--- src/rtl/reg_file.sv ---
// Register file: two combinational read ports, one write port, plus dirty flags and a write counter; REG_FILE_BYPASS_EN selects write-first reads on collision.
// Zero-cycle reads, writes commit on the rising CLK edge; no backpressure, every WRITE with RESET high commits.
module reg_file #(
  parameter int DATA_WIDTH = 8,
  parameter int ADDR_WIDTH = 3
) (
  input  logic                         CLK,
  input  logic                         RESET,
  input  logic [DATA_WIDTH-1:0]        IN,
  input  logic [ADDR_WIDTH-1:0]        INADDRESS,
  input  logic                         WRITE,
  input  logic [ADDR_WIDTH-1:0]        OUT1ADDRESS,
  input  logic [ADDR_WIDTH-1:0]        OUT2ADDRESS,
  output logic [DATA_WIDTH-1:0]        REGOUT1,
  output logic [DATA_WIDTH-1:0]        REGOUT2,
  output logic [(1<<ADDR_WIDTH)-1:0]   DIRTY,
  output logic [7:0]                   WRCOUNT
);

  localparam int NREGS = 1 << ADDR_WIDTH;

  logic [NREGS-1:0][DATA_WIDTH-1:0] regs_q, regs_d;
  logic [NREGS-1:0]                 dirty_q, dirty_d;
  logic [7:0]                       wrcount_q, wrcount_d;

  always_comb begin
    regs_d    = regs_q;
    dirty_d   = dirty_q;
    wrcount_d = wrcount_q;
    if (WRITE) begin
      regs_d[INADDRESS]  = IN;
      dirty_d[INADDRESS] = 1'b1;
      wrcount_d          = wrcount_q + 8'd1;
    end
  end

  // Reset holds the array at zero, which also forces the read ports to zero.
  always_ff @(posedge CLK or negedge RESET) begin
    if (!RESET) begin
      regs_q    <= '0;
      dirty_q   <= '0;
      wrcount_q <= '0;
    end else begin
      regs_q    <= regs_d;
      dirty_q   <= dirty_d;
      wrcount_q <= wrcount_d;
    end
  end

  always_comb begin
    REGOUT1 = regs_q[OUT1ADDRESS];
    REGOUT2 = regs_q[OUT2ADDRESS];
`ifdef REG_FILE_BYPASS_EN
    if (WRITE && RESET && (OUT1ADDRESS == INADDRESS)) REGOUT1 = IN;
    if (WRITE && RESET && (OUT2ADDRESS == INADDRESS)) REGOUT2 = IN;
`endif
  end

  assign DIRTY   = dirty_q;
  assign WRCOUNT = wrcount_q;

endmodule

--- config.mk ---
export PLATFORM = sky130hd
export DESIGN_NAME = reg_file
export DESIGN_NICKNAME = d
export VERILOG_FILES = /design/src/rtl/reg_file.sv
export SDC_FILE = /design/constraint.sdc
export NUM_CORES = 1
export LEC_CHECK = 0
export CORE_MARGIN = 2
export CORE_UTILIZATION = 50
export CTS_BUF_LIST = sky130_fd_sc_hd__clkbuf_4 sky130_fd_sc_hd__clkbuf_8
export DETAILED_ROUTE_END_ITERATION = 6
export GPL_ROUTABILITY_DRIVEN = 0
export PLACE_DENSITY = 0.73
export SYNTH_ARGS = -nofsm -noshare
export SYNTH_HDL_FRONTEND = slang
export SYNTH_SLANG_ARGS = --single-unit
--- constraint.sdc ---
create_clock -name CLK -period 3.6 [get_ports CLK]
set_input_delay 0.9 -clock CLK [delete_from_list [all_inputs] [get_ports CLK]]
set_output_delay 0.9 -clock CLK [all_outputs]
set_load 0.02 [all_outputs]
# After elaboration in Yosys (flattened, before gate mapping)
# Cells that the tools add are included.
# classes
add_sub_neg,1
order_cmp,4
muxes,9
n_bitwise,1
n_reduce_logical,1
# op_table
operator,n
$bwmux W64,1
$bmux W8 S3,2
$demux W8 S3,1
$mux W8,3
$lt A3 B4 Y1 const B,3
$add A8 B1 Y8 const B,1
$or A8 B8 Y8,1
$demux W1 S3,1
$ge A3 B1 Y1 const B,1
$logic_and A1 B1 Y1,1
$mux W1,1
# word_totals
reg_bits,80
inputBits,20
output_inout_bits,32
elab_cells,26

# Depth between registers and ports, before layout
# Gate-level depths: netlist of run 1.
# depth
word_depth,5
ltp_mapped,4
mapped_depth_nobuf,3

# Worst setup path before layout of run 1
# Ideal clock, no wire load.
# synth_timing
kind,input to output
start,input OUT1ADDRESS[0]
end,output REGOUT1[0]
t_arrival_ns,1.993
t_required_ns,2.700
path_slack_ns,0.707
cell_stages,4
n_path_buf,2
cell_sequence,buf_6 > buf_12 > mux4_1 > mux2_2
# synth_between
elab_chain_cells,2
# synth_lines
element,line_no,text
"start, declared",12,"input logic [ADDR_WIDTH-1:0] OUT1ADDRESS,"
$bmux W8 S3,51,REGOUT1 = regs_q[OUT1ADDRESS];
$mux W8 (implied by the code),51,
"end, declared",14,"output logic [DATA_WIDTH-1:0] REGOUT1,"
# Every way passes these cells. The select of a mux whose other input is x is not followed.

# Worst setup path in the final report of run 1
# layout_timing
start,input OUT1ADDRESS[0]
end,output REGOUT1[2]
# Same word-level chain as after synthesis.

==> results of run 1 <==
[state kept, by name, summed over array words and instances (netlist names)]
register,flops
regs_q,64
DIRTY,8
WRCOUNT,8
[cells by family (layout without fill, tap and decap cells)]
kind of cell               count (synthesis)  count (layout)  share of synthesized area [%]
xor gates and xnor gates                   7               7                           1.47
adders and majority gates                  1               1                          0.301
buffers and inverters                     14              77                           2.59
DFF                                       80              80                           48.1
muxes                                    113             113                           41.9
and+or+nand+nor                           27              27                           5.62
[routing by layer]
| metal | share of wire, % | vias to the layer above | wire [um] |
|---|---|---|---|
| met5 | 0 | - | 0 |
| met4 | 1.7 | 0 | 148 |
| met3 | 3.3 | 11 | 281 |
| met2 | 51 | 46 | 4390 |
| met1 | 44 | 1301 | 3820 |
| li1 | - | 1079 | - |
[critical path, stage by stage]
cell	delay (ps)
clkdlybuf4s15_1	270
bufbuf_16	320
mux4_1	530
mux2_2	280
dlygate4sd2_1	330
[repair_timing]
item                                    4_1_cts  5_1_grt
gates cloned                                  2        0
endpoints found under the setup margin       16        4
gates resized for setup                      18        1
[power breakdown]
| part | internal (mW) | total (mW) | leakage, nW | switching, mW |
|---|---|---|---|---|
| Sequential | 1.10 | 1.26 | 0.940 | 0.162 |
| Clock | 0.368 | 0.693 | 0.106 | 0.325 |
| Combinational | 0.493 | 0.829 | 1.14 | 0.336 |
| Total | 1.96 | 2.78 | 2.18 | 0.823 |
[cell type report]
type	instances	area, sq um	share of cell area (%)
clock buffers	12	159	3.13
clock inverters	4	51.3	1.01
multi-input cells	148	2050	40.5
flip-flops and latches	80	2000	39.5
well taps	105	131	2.59
repair buffers	61	674	13.3
[cells in the final DEF, fill, tap and decap left out]
cell	n
clkbuf_4	1
buf_12	5
clkbuf_8	11
mux4_2	2
and3_1	1
inv_6	1
buf_4	4
clkdlybuf4s50_1	32
nand2b_4	1
mux4_1	30
nand4b_2	3
clkinvlp_4	1
dlygate4sd2_1	17
xnor2_1	4
clkinv_2	1
xor2_1	3
nand4_2	1
nand2b_1	4
dfrtp_1	80
mux2_2	81
nand2_1	4
nor3_4	1
clkdlybuf4s15_1	1
ha_1	1
nor3b_4	2
bufbuf_16	2
nor3_1	1
nand4_1	3
bufinv_16	1
nor2_1	1
or2_2	4
nor3_2	1
[worst max-delay path by stage]
stage / from / endpoint / cells past startpoint
6_report: OUT1ADDRESS[0] / REGOUT1[2] / 5
5_1_grt: OUT2ADDRESS[0] / REGOUT2[5] / 5
4_1_cts: OUT1ADDRESS[0] / REGOUT1[0] / 5
3_5_place_dp: OUT1ADDRESS[0] / REGOUT1[2] / 5
3_3_place_gp: OUT1ADDRESS[0] / REGOUT1[0] / 5
2_1_floorplan: OUT1ADDRESS[0] / REGOUT1[0] / 4
[through the flow]
step	area (sq um)	setup slack, ps
3_5_place_dp	4820	-336
6_report	5070	69.5
3_3_place_gp	4820	-286
4_1_cts	5070	33.9
5_1_grt	5070	7.10
2_1_floorplan	4160	707
==> out/metrics.csv, run 1 <==
metric,value,unit
area_growth,21.8,%
synth_cells,242,
drive_gt1_share,40.3,%
ir_drop,0.402,mV
portBuffers,51,
hold_violations,0,
reg2reg_depth,3,
ys_seq_elements,80,
antenna_cells,0,
hold_slack,471,ps
grt_use_met1,28.8,%
die_height,95.2,um
overflow,0,
yosysMostFrequentCell,mux2_2,
wl,8.64,mm
cap_viol_max_count,0,
die-area,9070,sq um
hold_buffers,0,
synth-main-ff-cell,dfrtp_1,
period_needed,3530,ps
grt_busiest_layer,met2,
reg2reg_from,WRCOUNT[2]$_DFFE_PN0P_,
synth_area_leaders,"dfrtp_1 48%, mux2_2 22%, mux4_1 19%",
vias_per_cell,5.94,
ios,52,
seq_area_frac_synth,48.1,%
fin_nets,321,
synth_nets,263,
routedWlPerCell,21.1,um
dp_hpwl,5.32,mm
hold_depth,1,
post_cts_buffers,0,
cts.sinks,80,
nFillCells,612,
fin_crit_sh,98.1,%
final_cells,410,
cts_buffers,9,
setup_violations,0,
synthArstFlopShare,100,%
status,"finished, final reports clean",
syn_area,4160,sq um
rsz0062_at_grt,false,
path_class,in -> out,
drtIter0Drc,120,
p_per_area,549,nW/um^2
initial_core_util,51.2,%
critPathCaptureType,primary output,
clk_latency,350,ps
synth-warning-count,0,
vias,2437,
setup_tns,0,ps
r2r_end,WRCOUNT[7]$_DFFE_PN0P_,
holdPathEnd,DIRTY[6]$_DFFE_PN0P_,
dp_cells,392,
rows,33,
grt_util_met2,33.9,%
htree_levels,3,
antenna_found_initial,0,
grt_max_degree,81,
first_pass_iters,4,
p_leak,2.18,nW
maxSlewViolCount,0,
grt_first_pass_wirelength,13.8,mm
synth_cell_types,25,
core_area,8130,sq um
use_met3,3.64,%
relSlewSlack,33.5,%
maxClockFrequency,283,MHz
clkTransAtPathRegs,80,ps
drcViolationCount,0,
syn_area_per_cell,17.2,sq um
cts_tree,yes,
synth-edff-count,0,
synth_top_area_share,48.1,%
required,2700,ps
grt_pass1_vias,2551,
fp.dieW,95.2,um
synthTopCellsByCount,"81 x mux2_2, 80 x dfrtp_1, 30 x mux4_1",
worst_slew_pin_slew,998,ps
ant_nets,0,
start_kind,primary input,
netlist.top_cell.by_area,dfrtp_1,
cts_root_buf,clkbuf_8,
clockBufferDepth,2,
min_from,DIRTY[6]$_DFFE_PN0P_,
cp_max_fo,8,
grt.total_usage,20.9,%
total_power,2.78,mW
post-route-util,62.3,%
crit_arrival,2630,ps
min-delay-path-class,reg -> reg,
rrSetupSlack,2470,ps
fin_skew,12.5,ps
(Power assumes the default switching activity.)
==> run 2: changes to the inputs <==
- CORE_MARGIN: 2 -> 3
- PLACE_DENSITY: 0.73 -> 0.77
- SETUP_SLACK_MARGIN: not set -> 0.5
==> out/metrics.csv, run 2 (synthesized netlist as in run 1, its figures left out) <==
metric,value,unit,change
vias,2425,,-0.49%
setup_tns,0,ps,unchanged
min_from,DIRTY[7]$_DFFE_PN0P_,,
p_per_area,546,nW/um^2,-0.55%
crit_arrival,2180,ps,-450 ps
r2r_end,WRCOUNT[7]$_DFFE_PN0P_,,
grt.total_usage,19.4,%,-1.4 points
ios,52,,unchanged
final_cell_area,5020,sq um,-1.0%
placed_cell_area,4800,sq um,-0.34%
portBuffers,51,,unchanged
first_pass_iters,4,,unchanged
hold_buffers,0,,unchanged
hold_depth,1,,unchanged
drive_gt1_share,50.8,%,+10 points
clkTransAtPathRegs,70,ps,about the same
reg2reg_depth,3,,unchanged
cts_root_buf,clkbuf_8,,
rsz0062_at_grt,true,,
final_common_cell,dfrtp_1,,
period_needed,3080,ps,-455 ps
final_cell_mix,"80 x dfrtp_1, 79 x mux2_2, 30 x clkdlybuf4s50_1",,
fp.dieW,97.2,um,+2.1%
largest_reg_flops,64,,unchanged
rows,32,,-3.0%
total_power,2.74,mW,-1.6%
fin_crit_sh,85.4,%,-13 points
grt_pass1_vias,2573,,+0.86%
worst_slew_pin_slew,998,ps,-0.234 ps
required,2700,ps,about the same
hold_slack,468,ps,-2.05 ps
status,"finished, final reports clean",,
fin_skew,0.786,ps,-11.7 ps
path_class,in -> out,,
fin_nets,325,,+1.2%
antenna_cells,0,,unchanged
ir_drop,0.507,mV,+26%
intPower,1.94,mW,-1.2%
min-delay-path-class,reg -> reg,,
wl,8.73,mm,+1.1%
clockBufferDepth,2,,unchanged
routedWlPerCell,21.2,um,+0.83%
cap_viol_max_count,0,,unchanged
htree_levels,3,,unchanged
maxClockFrequency,325,MHz,+15%
vias_per_cell,5.90,,-0.73%
grt_max_degree,81,,unchanged
cts.sinks,80,,unchanged
largest-register,regs_q,,
combPwrFrac,30.6,%,+0.8 points
initial_core_util,52.8,%,+1.6 points
pwr-share-seq,46.1,%,+0.8 points
start_kind,primary input,,
ant_nets,0,,unchanged
area_growth,20.6,%,
drtIter0Drc,122,,+1.7%
setup_violations,0,,unchanged
overflow,0,,unchanged
cts_tree,yes,,
die_height,97.2,um,+2.1%
netSwitchingPower,803,uW,-2.4%
drcViolationCount,0,,unchanged
dp_hpwl,5.22,mm,-2.0%
reg2reg_from,WRCOUNT[2]$_DFFE_PN0P_,,
switching_share,29.3,%,-0.25 points
clk_latency,330,ps,-20 ps
antenna_found_initial,0,,unchanged
cts_buffers,9,,unchanged
hold_violations,0,,unchanged
pwr-share-clk,23.3,%,-1.6 points
grt_first_pass_wirelength,14.1,mm,+2.1%
critPathCaptureType,primary output,,
maxSlewViolCount,0,,unchanged
holdPathEnd,DIRTY[7]$_DFFE_PN0P_,,
die-area,9460,sq um,+4.2%
rrSetupSlack,2480,ps,about the same
core_area,7890,sq um,-3.0%
cp_max_fo,8,,unchanged
relSlewSlack,33.5,%,about the same
p_leak,2.16,nW,-1.3%
-- run 2: cell types whose count changed in the layout (fill, tap and decap cells not counted), sizes merged, moves of 2 or more --
cell / before / now
buf: 9 / 31
dlygate4sd2: 17 / 0
clkbuf: 12 / 14
clkdlybuf4s50: 32 / 30
clkinv: 1 / 3
-- run 2: cell type report --
class / instances / area, sq um
sequential: 80 / 2000
multi-input combinational: 148 / 2020
fill: 585 / 2870
timing repair buffer: 65 / 676
clock inverter: 4 / 45.0
clock buffer: 12 / 146
tap: 102 / 128
-- run 2: stage by stage --
stage | util [%] | worst slack (ps) | std cells
3_3_place_gp | 60.9 | -281 | 389
3_5_place_dp | 60.9 | -330 | 389
6_report | 63.6 | 524 | 411
2_1_floorplan | - | 707 | 242
5_1_grt | 63.6 | 492 | 411
4_1_cts | 64.1 | 438 | 411
-- run 2: how the worst max path moves through the flow --
stage	slack, ps	depth (start not counted)	to	startpoint
global placement	-280	5	REGOUT2[2]	OUT2ADDRESS[0]
floorplan	710	4	REGOUT1[0]	OUT1ADDRESS[0]
finish	520	5	REGOUT2[0]	OUT2ADDRESS[0]
global route	490	5	REGOUT2[6]	OUT2ADDRESS[0]
detailed placement	-330	5	REGOUT2[2]	OUT2ADDRESS[0]
CTS	440	5	REGOUT2[2]	OUT2ADDRESS[0]
-- run 2: worst max-delay path, cell delays in order --
cell and delay (ps):
buf_4 130, buf_12 150, mux4_1 550, mux2_2 280, buf_2 160
-- run 2: metal layers --
metal,up-vias,wire length (um),GRT usage [%]
met5,-,0,0
met4,0,73,6.39
met3,6,315,3.66
met2,56,4360,30.7
met1,1288,3980,27.4
li1,1075,-,-
-- run 2: power by group through the flow --
stage          clock network (mW)  logic (mW)  registers [mW]
2_1_floorplan                   0       0.515            1.27
3_3_place_gp                    0       0.847            1.26
3_5_place_dp                    0       0.865            1.27
4_1_cts                     0.654       0.840            1.25
5_1_grt                     0.693       0.905            1.29
6_report                    0.640       0.838            1.26
-- run 2: timing repair --
action / in CTS / in global routing
buffers inserted: 2 / 0
endpoints found under the hold margin: 0 / 0
setup endpoints to repair: 16 / 12
cloned: 4 / 0
gates resized for setup: 81 / 17
